## src/rtl/io_port_responder.sv

```systemverilog
// io_port_responder: CPU port-bus peripheral with output registers, synchronized inputs,
// an interval timer and debounced buttons driving a pulsed interrupt.
module io_port_responder #(
    parameter logic [7:0] LEDS_ID     = 8'h40,
    parameter logic [7:0] SSEG_ID     = 8'h81,
    parameter logic [7:0] SW_ID       = 8'h20,
    parameter logic [7:0] BTN_ID      = 8'h24,
    parameter logic [7:0] TMR_LO_ID   = 8'hB0,
    parameter logic [7:0] TMR_HI_ID   = 8'hB1,
    parameter logic [7:0] TMR_CTRL_ID = 8'hB2,
    parameter logic [7:0] STATUS_ID   = 8'hB3,
    parameter int         DEB_CYCLES  = 10000,
    parameter int         INT_PULSE   = 4
) (
    input  logic       CLK,
    input  logic       RESET,
    input  logic [7:0] PORT_ID,
    input  logic [7:0] OUT_PORT,
    input  logic       IO_STRB,
    output logic [7:0] IN_PORT,
    output logic       INTERRUPTC,
    input  logic [7:0] SWITCHES,
    input  logic [3:0] BTN,
    output logic [7:0] LEDS,
    output logic [7:0] SSEG_DATA
);
    localparam int DW = $clog2(DEB_CYCLES);
    localparam int PW = $clog2(INT_PULSE + 1);

    logic [7:0]    sw_s1, sw_s2, period_lo, period_hi;
    logic [3:0]    btn_s1, btn_s2, btn_deb, btn_rise;
    logic [DW-1:0] deb_cnt [4];
    logic [2:0]    ctrl;
    logic [1:0]    flg, clr;
    logic [15:0]   count, period;
    logic [PW-1:0] pulse;
    logic          tmr_wr, run, fire, irq_q, irq_d;

    assign period = {period_hi, period_lo};
    assign tmr_wr = IO_STRB && (PORT_ID == TMR_LO_ID || PORT_ID == TMR_HI_ID || PORT_ID == TMR_CTRL_ID);
    assign run    = ctrl[0] && period != 16'd0;
    assign fire   = !tmr_wr && run && count == period;
    assign clr    = (IO_STRB && PORT_ID == STATUS_ID) ? OUT_PORT[1:0] : 2'b00;
    assign INTERRUPTC = pulse != '0;

    // A button is accepted on the edge its counter of differing samples saturates.
    always_comb
        for (int i = 0; i < 4; i++)
            btn_rise[i] = btn_s2[i] && !btn_deb[i] && deb_cnt[i] == DW'(DEB_CYCLES - 1);

    always_comb
        IN_PORT = PORT_ID == SW_ID       ? sw_s2 :
                  PORT_ID == BTN_ID      ? {4'b0, btn_deb} :
                  PORT_ID == TMR_LO_ID   ? period_lo :
                  PORT_ID == TMR_HI_ID   ? period_hi :
                  PORT_ID == TMR_CTRL_ID ? {5'b0, ctrl} :
                  PORT_ID == STATUS_ID   ? {6'b0, flg} : 8'h00;

    always_ff @(posedge CLK) begin
        if (RESET) begin
            LEDS      <= '0;
            SSEG_DATA <= '0;
            period_lo <= '0;
            period_hi <= '0;
            ctrl      <= '0;
        end else if (IO_STRB) begin
            if (PORT_ID == LEDS_ID)     LEDS      <= OUT_PORT;
            if (PORT_ID == SSEG_ID)     SSEG_DATA <= OUT_PORT;
            if (PORT_ID == TMR_LO_ID)   period_lo <= OUT_PORT;
            if (PORT_ID == TMR_HI_ID)   period_hi <= OUT_PORT;
            if (PORT_ID == TMR_CTRL_ID) ctrl      <= OUT_PORT[2:0];
        end
    end

    always_ff @(posedge CLK) begin
        if (RESET) begin
            sw_s1  <= '0;
            sw_s2  <= '0;
            btn_s1 <= '0;
            btn_s2 <= '0;
        end else begin
            sw_s1  <= SWITCHES;
            sw_s2  <= sw_s1;
            btn_s1 <= BTN;
            btn_s2 <= btn_s1;
        end
    end

    always_ff @(posedge CLK) begin
        if (RESET) begin
            deb_cnt <= '{default: '0};
            btn_deb <= '0;
        end else begin
            for (int i = 0; i < 4; i++) begin
                if (btn_s2[i] == btn_deb[i]) begin
                    deb_cnt[i] <= '0;
                end else if (deb_cnt[i] == DW'(DEB_CYCLES - 1)) begin
                    deb_cnt[i] <= '0;
                    btn_deb[i] <= btn_s2[i];
                end else begin
                    deb_cnt[i] <= deb_cnt[i] + 1'b1;
                end
            end
        end
    end

    always_ff @(posedge CLK) begin
        if (RESET) begin
            count <= '0;
            flg   <= '0;
            irq_q <= 1'b0;
            irq_d <= 1'b0;
            pulse <= '0;
        end else begin
            count <= (tmr_wr || fire) ? 16'd0 : run ? count + 16'd1 : count;
            flg   <= (flg & ~clr) | {|btn_rise, fire};
            irq_q <= |(flg & ctrl[2:1]);
            irq_d <= irq_q;
            pulse <= (irq_q && !irq_d) ? PW'(INT_PULSE) : pulse != '0 ? pulse - 1'b1 : pulse;
        end
    end
endmodule

```

## config.mk

```make
export PLATFORM = sky130hd
export DESIGN_NAME = io_port_responder
export DESIGN_NICKNAME = d
export VERILOG_FILES = /design/src/rtl/io_port_responder.sv
export SDC_FILE = /design/constraint.sdc
export NUM_CORES = 1
export LEC_CHECK = 0
export CAP_MARGIN = 10
export CELL_PAD_IN_SITES_DETAIL_PLACEMENT = 1
export CELL_PAD_IN_SITES_GLOBAL_PLACEMENT = 2
export CORE_MARGIN = 2
export CORE_UTILIZATION = 38
export CTS_CLUSTER_SIZE = 8
export DETAILED_ROUTE_END_ITERATION = 10
export PLACE_DENSITY_LB_ADDON = 0.1
export SLEW_MARGIN = 20
export SYNTH_ARGS = -nofsm -noshare
export SYNTH_HDL_FRONTEND = slang
export SYNTH_SLANG_ARGS = --single-unit
```

## constraint.sdc

```tcl
create_clock -name CLK -period 7.85 [get_ports CLK]
set_input_delay 2.355 -clock CLK [delete_from_list [all_inputs] [get_ports CLK]]
set_output_delay 2.355 -clock CLK [all_outputs]
set_load 0.005 [all_outputs]
```

Word-level counts from Yosys, hierarchy flattened --
Index checks and enable logic that the tools add are counted.
Word-level totals: RAM bits 0, latch bits 0, output and inout port bits 25, memories kept 0, register bits 142, ROM bits 0, input port bits 31
Cells by class: divide/modulo/power cells 0, equality and inequality tests 17, reductions and logical operators 43, shift operators 0, multiply operators 0, bitwise gates (word level) 8, order comparisons 0, add/subtract/negate cells 6, mux-type cells 9
Operators by type and width (number):
- adder 14 x 1 -> 14 bit (second input constant) | 4
- equality test 14 bit (second input constant) | 4
- equality test 8 bit (second input constant) | 5
- 2-to-1 mux 8 bit | 4
- AND reduction 2 bit | 9
- adder 16 x 1 -> 16 bit (second input constant) | 1
- equality test 16 bit | 1
- equality test 8 x 6 -> 1 bit (second input constant) | 2
- nonzero test 16 bit | 1
- logical AND 1 bit | 14
- OR reduction 3 bit | 4
- 2-to-1 mux 3 bit | 3
- equality test 8 x 7 -> 1 bit (second input constant) | 1
- zero test 1 bit | 6
- OR reduction 2 bit | 3
- bitwise AND 2 bit | 2
- equality test 1 bit | 4
- 2-to-1 mux 2 bit | 2
- inverter 1 bit | 4
- OR reduction 4 bit | 1
- logical OR 1 bit | 3
- nonzero test 3 bit | 1
- subtractor 3 x 1 -> 3 bit (second input constant) | 1
- inverter 2 bit | 1
- 2 further kinds | 2

Logic depth before layout (Yosys ltp) --
depth in word-level cells 9, depth in mapped cells 7, mapped depth without buffers 7

Least setup slack after synthesis --
No wires, ideal clock.
path type input to output, from input port PORT_ID[0], to output port IN_PORT[0], arrival time 3.669 ns, cell stages on the path 6, setup slack 1.826 ns, cells stage by stage buf_6 -> or4_4 -> buf_6 -> or2_1 -> o32a_1 -> o211a_1
Between the ends: cells in the longest elaborated chain, start to end 7
Ends and longest elaborated chain:
- start, declared | RTL line 17 | input logic [7:0] PORT_ID,
- equality test 8 bit | RTL line 57 | PORT_ID == STATUS_ID ? {6'b0, flg} : 8'h00;
- 2-to-1 mux 2 bit | RTL line 57
- 2-to-1 mux 3 bit | RTL line 56 | PORT_ID == TMR_CTRL_ID ? {5'b0, ctrl} :
- 2-to-1 mux 8 bit | RTL line 55 | PORT_ID == TMR_HI_ID ? period_hi :
- 2-to-1 mux 8 bit | RTL line 54 | PORT_ID == TMR_LO_ID ? period_lo :
- 2-to-1 mux 8 bit | RTL line 53 | PORT_ID == BTN_ID ? {4'b0, btn_deb} :
- 2-to-1 mux 8 bit (*) | RTL line 52 | IN_PORT = PORT_ID == SW_ID ? sw_s2 :
- end, declared | RTL line 20 | output logic [7:0] IN_PORT,
Mark *: on every way between the ends. The rest lies on a longest branch, timed or not.

Final worst setup path --
from input port PORT_ID[4], to output port IN_PORT[0]
Same word-level chain as after synthesis.

==> impl_metrics.toml <==
[routing]
wl_um = 15600
routed-via-count = 4896
drc = 0
dr.pass1.iters = 4
drtAntennaViolNets = 0
dr.first_iter.drc_count = 199
wire_per_inst_um = 16.3
viasPerCell = 5.10

[critical_path]
reg2reg_to = "count[15]"
worst-path-max-fanout = 5
regToRegSetupSlack_ns = 5.94
path_class = "input port to output pin"
cp-start-kind = "input port"
required_ns = 5.50
cp.arrival_ns = 4.91
reg2reg_depth = 5
rr_startpoint = "period_lo[2]"
startpoint = "PORT_ID[4]"
worstSetupEndpointType = "output pin"

[sta]
timing.final.ws_setup_ns = 0.586
hold_viol = 0
period_minus_slack_ns = 7.26
fin_skew_ns = 0.00787
drv_slew = 0
rsz0062_at_grt = "false"
timing.fmax_mhz = 138
relSlewSlack_pct = 41.5
period_share_pct = 92.5
worstMarginPinSlew_ns = 0.875
holdWs_ns = 0.440
finalSetupViolCount = 0
fin_setup_tns_ns = 0

[yosys]
netlist_instances = 676
ys_seq_area_share_pct = 46.9
synth_flop_cell = "dfxtp_1"
ys_warn_count = 0
synth_seq_cells = 142
synthArstFlopShare_pct = 0
syn_area_sq_um = 6060
synth_fp_nets = 719
syn_avg_cell_area_sq_um = 8.97
yosysUniqueCellTypes = 47
synth_edf_count = 0

[grt]
grt_max_degree = 76
grt_pass1_wl_um = 25800
overflow = 0
antenna_found_initial = 0
grtUsageTotal_pct = 19.4
grt_pass1_vias = 5029

[finish]
regArea_sq_um = 2840
synthToLayoutAreaGrowth_pct = 21.8
n_fill_cell = 1829
fin_cells = 960
layout_common_cells = "dfxtp_1 (142), nor2_1 (117), xor2_1 (54), clkdlybuf4s50_1 (54), nand2_1 (52)"
fin_nets = 774
layout.cells.most_common = "dfxtp_1"
insertedDiodeCount = 0
multi_input_area_sq_um = 3000
drive_above_1_share_pct = 5.91
final_cell_area_sq_um = 7390

[worst_hold_path]
hold_depth = 1
hold_path_end = "btn_s2[3]"
hold_path_class = "flop to flop"
min_from = "btn_s1[3]"

[clock_tree]
cts_root_buf = "clkbuf_16"
path_clk_slew_ns = 0.06
cts_tree = "yes"
clk_path_buf_depth = 2
post_cts_buffers = 0
ctsResizeCount = 0
cts.sinks = 142
clkLatencyLatePin_ns = 0.42
cts_buffers = 17
ctsHoldBuffers = 0
cts_max_level = 4

[place]
port_buffers = 55
placed_area_sq_um = 6790
dp_slack_ns = 0.596
dp_hpwl_um = 11300
place_inst = 928
gp_congestion = 0.900

[die]
fp.dieH_um = 130
die-area_sq_um = 17000
core_sq_um = 15700
die-width_um = 130
fp-row-count = 46
io_pins = 56
initial_utilization_pct = 38.6

[power_and_ir_drop]
p_leak_uw = 0.00289
ir_worst_vdd_mv = 0.181
cellPowerDensity_nw_per_um2 = 219

[run]
drv_cap = 0

[outcome]
outcome = "finished clean"
## logic make-up (layout without fill, tap and decap cells)
kind of cell               Yosys count  count (layout)  synth area share, %
buffers and inverters               51             119                 3.73
xor gates and xnor gates            79              79                 11.4
adders and majority gates           12              12                 2.48
DFF                                142             142                 46.9
muxes                               21              21                 3.47
and+or+nand+nor                    315             315                 25.9
AOI/OAI and AO/OA                   56              56                 6.11
## area by class of cell
cell class | count | area share [%]
multi-input cells | 483 | 40.7
flip-flops and latches | 142 | 38.5
repair buffers | 59 | 7.79
clock buffers | 20 | 6.18
well taps | 216 | 3.66
clock inverters | 12 | 1.81
inverters | 28 | 1.42
## Yosys cell counts (2+ instances only)
cell | number | area, sq um
nand3_1 | 42 | 210
nor2b_1 | 27 | 169
nor2_1 | 117 | 439
buf_6 | 4 | 45.0
o32a_1 | 2 | 20.0
a31oi_1 | 4 | 25.0
a21oi_1 | 24 | 120
nor3_1 | 14 | 70.1
clkbuf_1 | 16 | 60.1
nor4_1 | 8 | 50.1
ha_1 | 12 | 150
nand4b_1 | 2 | 17.5
a222oi_1 | 4 | 40.0
a221oi_1 | 4 | 35.0
mux2i_1 | 21 | 210
nand2_1 | 52 | 195
xnor2_1 | 25 | 219
xor2_1 | 54 | 473
o21ai_0 | 7 | 35.0
dfxtp_1 | 142 | 2840
and3_1 | 14 | 87.6
or3_1 | 3 | 18.8
a22oi_1 | 3 | 22.5
nand4_1 | 17 | 106
and4_1 | 4 | 35.0
o211a_1 | 2 | 20.0
inv_1 | 28 | 105
nor4b_1 | 5 | 43.8
## registers in the layout, indices dropped and copies added (netlist names), 8 cells and up
name       cells
count         16
LEDS           8
SSEG_DATA      8
sw_s1          8
sw_s2          8
period_hi      8
deb_cnt       56
period_lo      8
## worst max-delay path: stages
cell             delay, ns
clkdlybuf4s50_1       0.48
or4b_1                0.64
nor4_2                0.43
a221oi_1              0.15
o21ai_0               0.12
o211a_1               0.21
clkdlybuf4s50_1       0.52
## worst max-delay path by stage
stage               slack, ns         end
floorplan                1.83  IN_PORT[0]
global placement         0.67  IN_PORT[0]
detailed placement       0.60  IN_PORT[0]
CTS                      0.58  IN_PORT[0]
global route             0.39  IN_PORT[1]
finish                   0.59  IN_PORT[0]
## power breakdown
| group | internal (uW) | switching (uW) |
|---|---|---|
| clock | 487 | 317 |
| combinational | 34.5 | 41.7 |
| sequential | 731 | 5.35 |
| total | 1250 | 364 |
## metal layers
layer / track usage, % / routed length (um) / part of all wire [%]
met1: 26.6 / 7670 / 49
met2: 30.6 / 7250 / 46
met3: 3.32 / 362 / 2.3
met4: 7.34 / 327 / 2.1
met5: 0 / 0 / 0
## metrics by stage
| step | util (%) | power, uW |
|---|---|---|
| detailed placement | 43.2 | 829 |
| global placement | 43.2 | 824 |
| finish | 47.0 | 1620 |
| floorplan | - | 790 |
| CTS | 47.0 | 1640 |
| global route | 47.0 | 1680 |
Note: power is estimated with default switching activity, not from simulation.
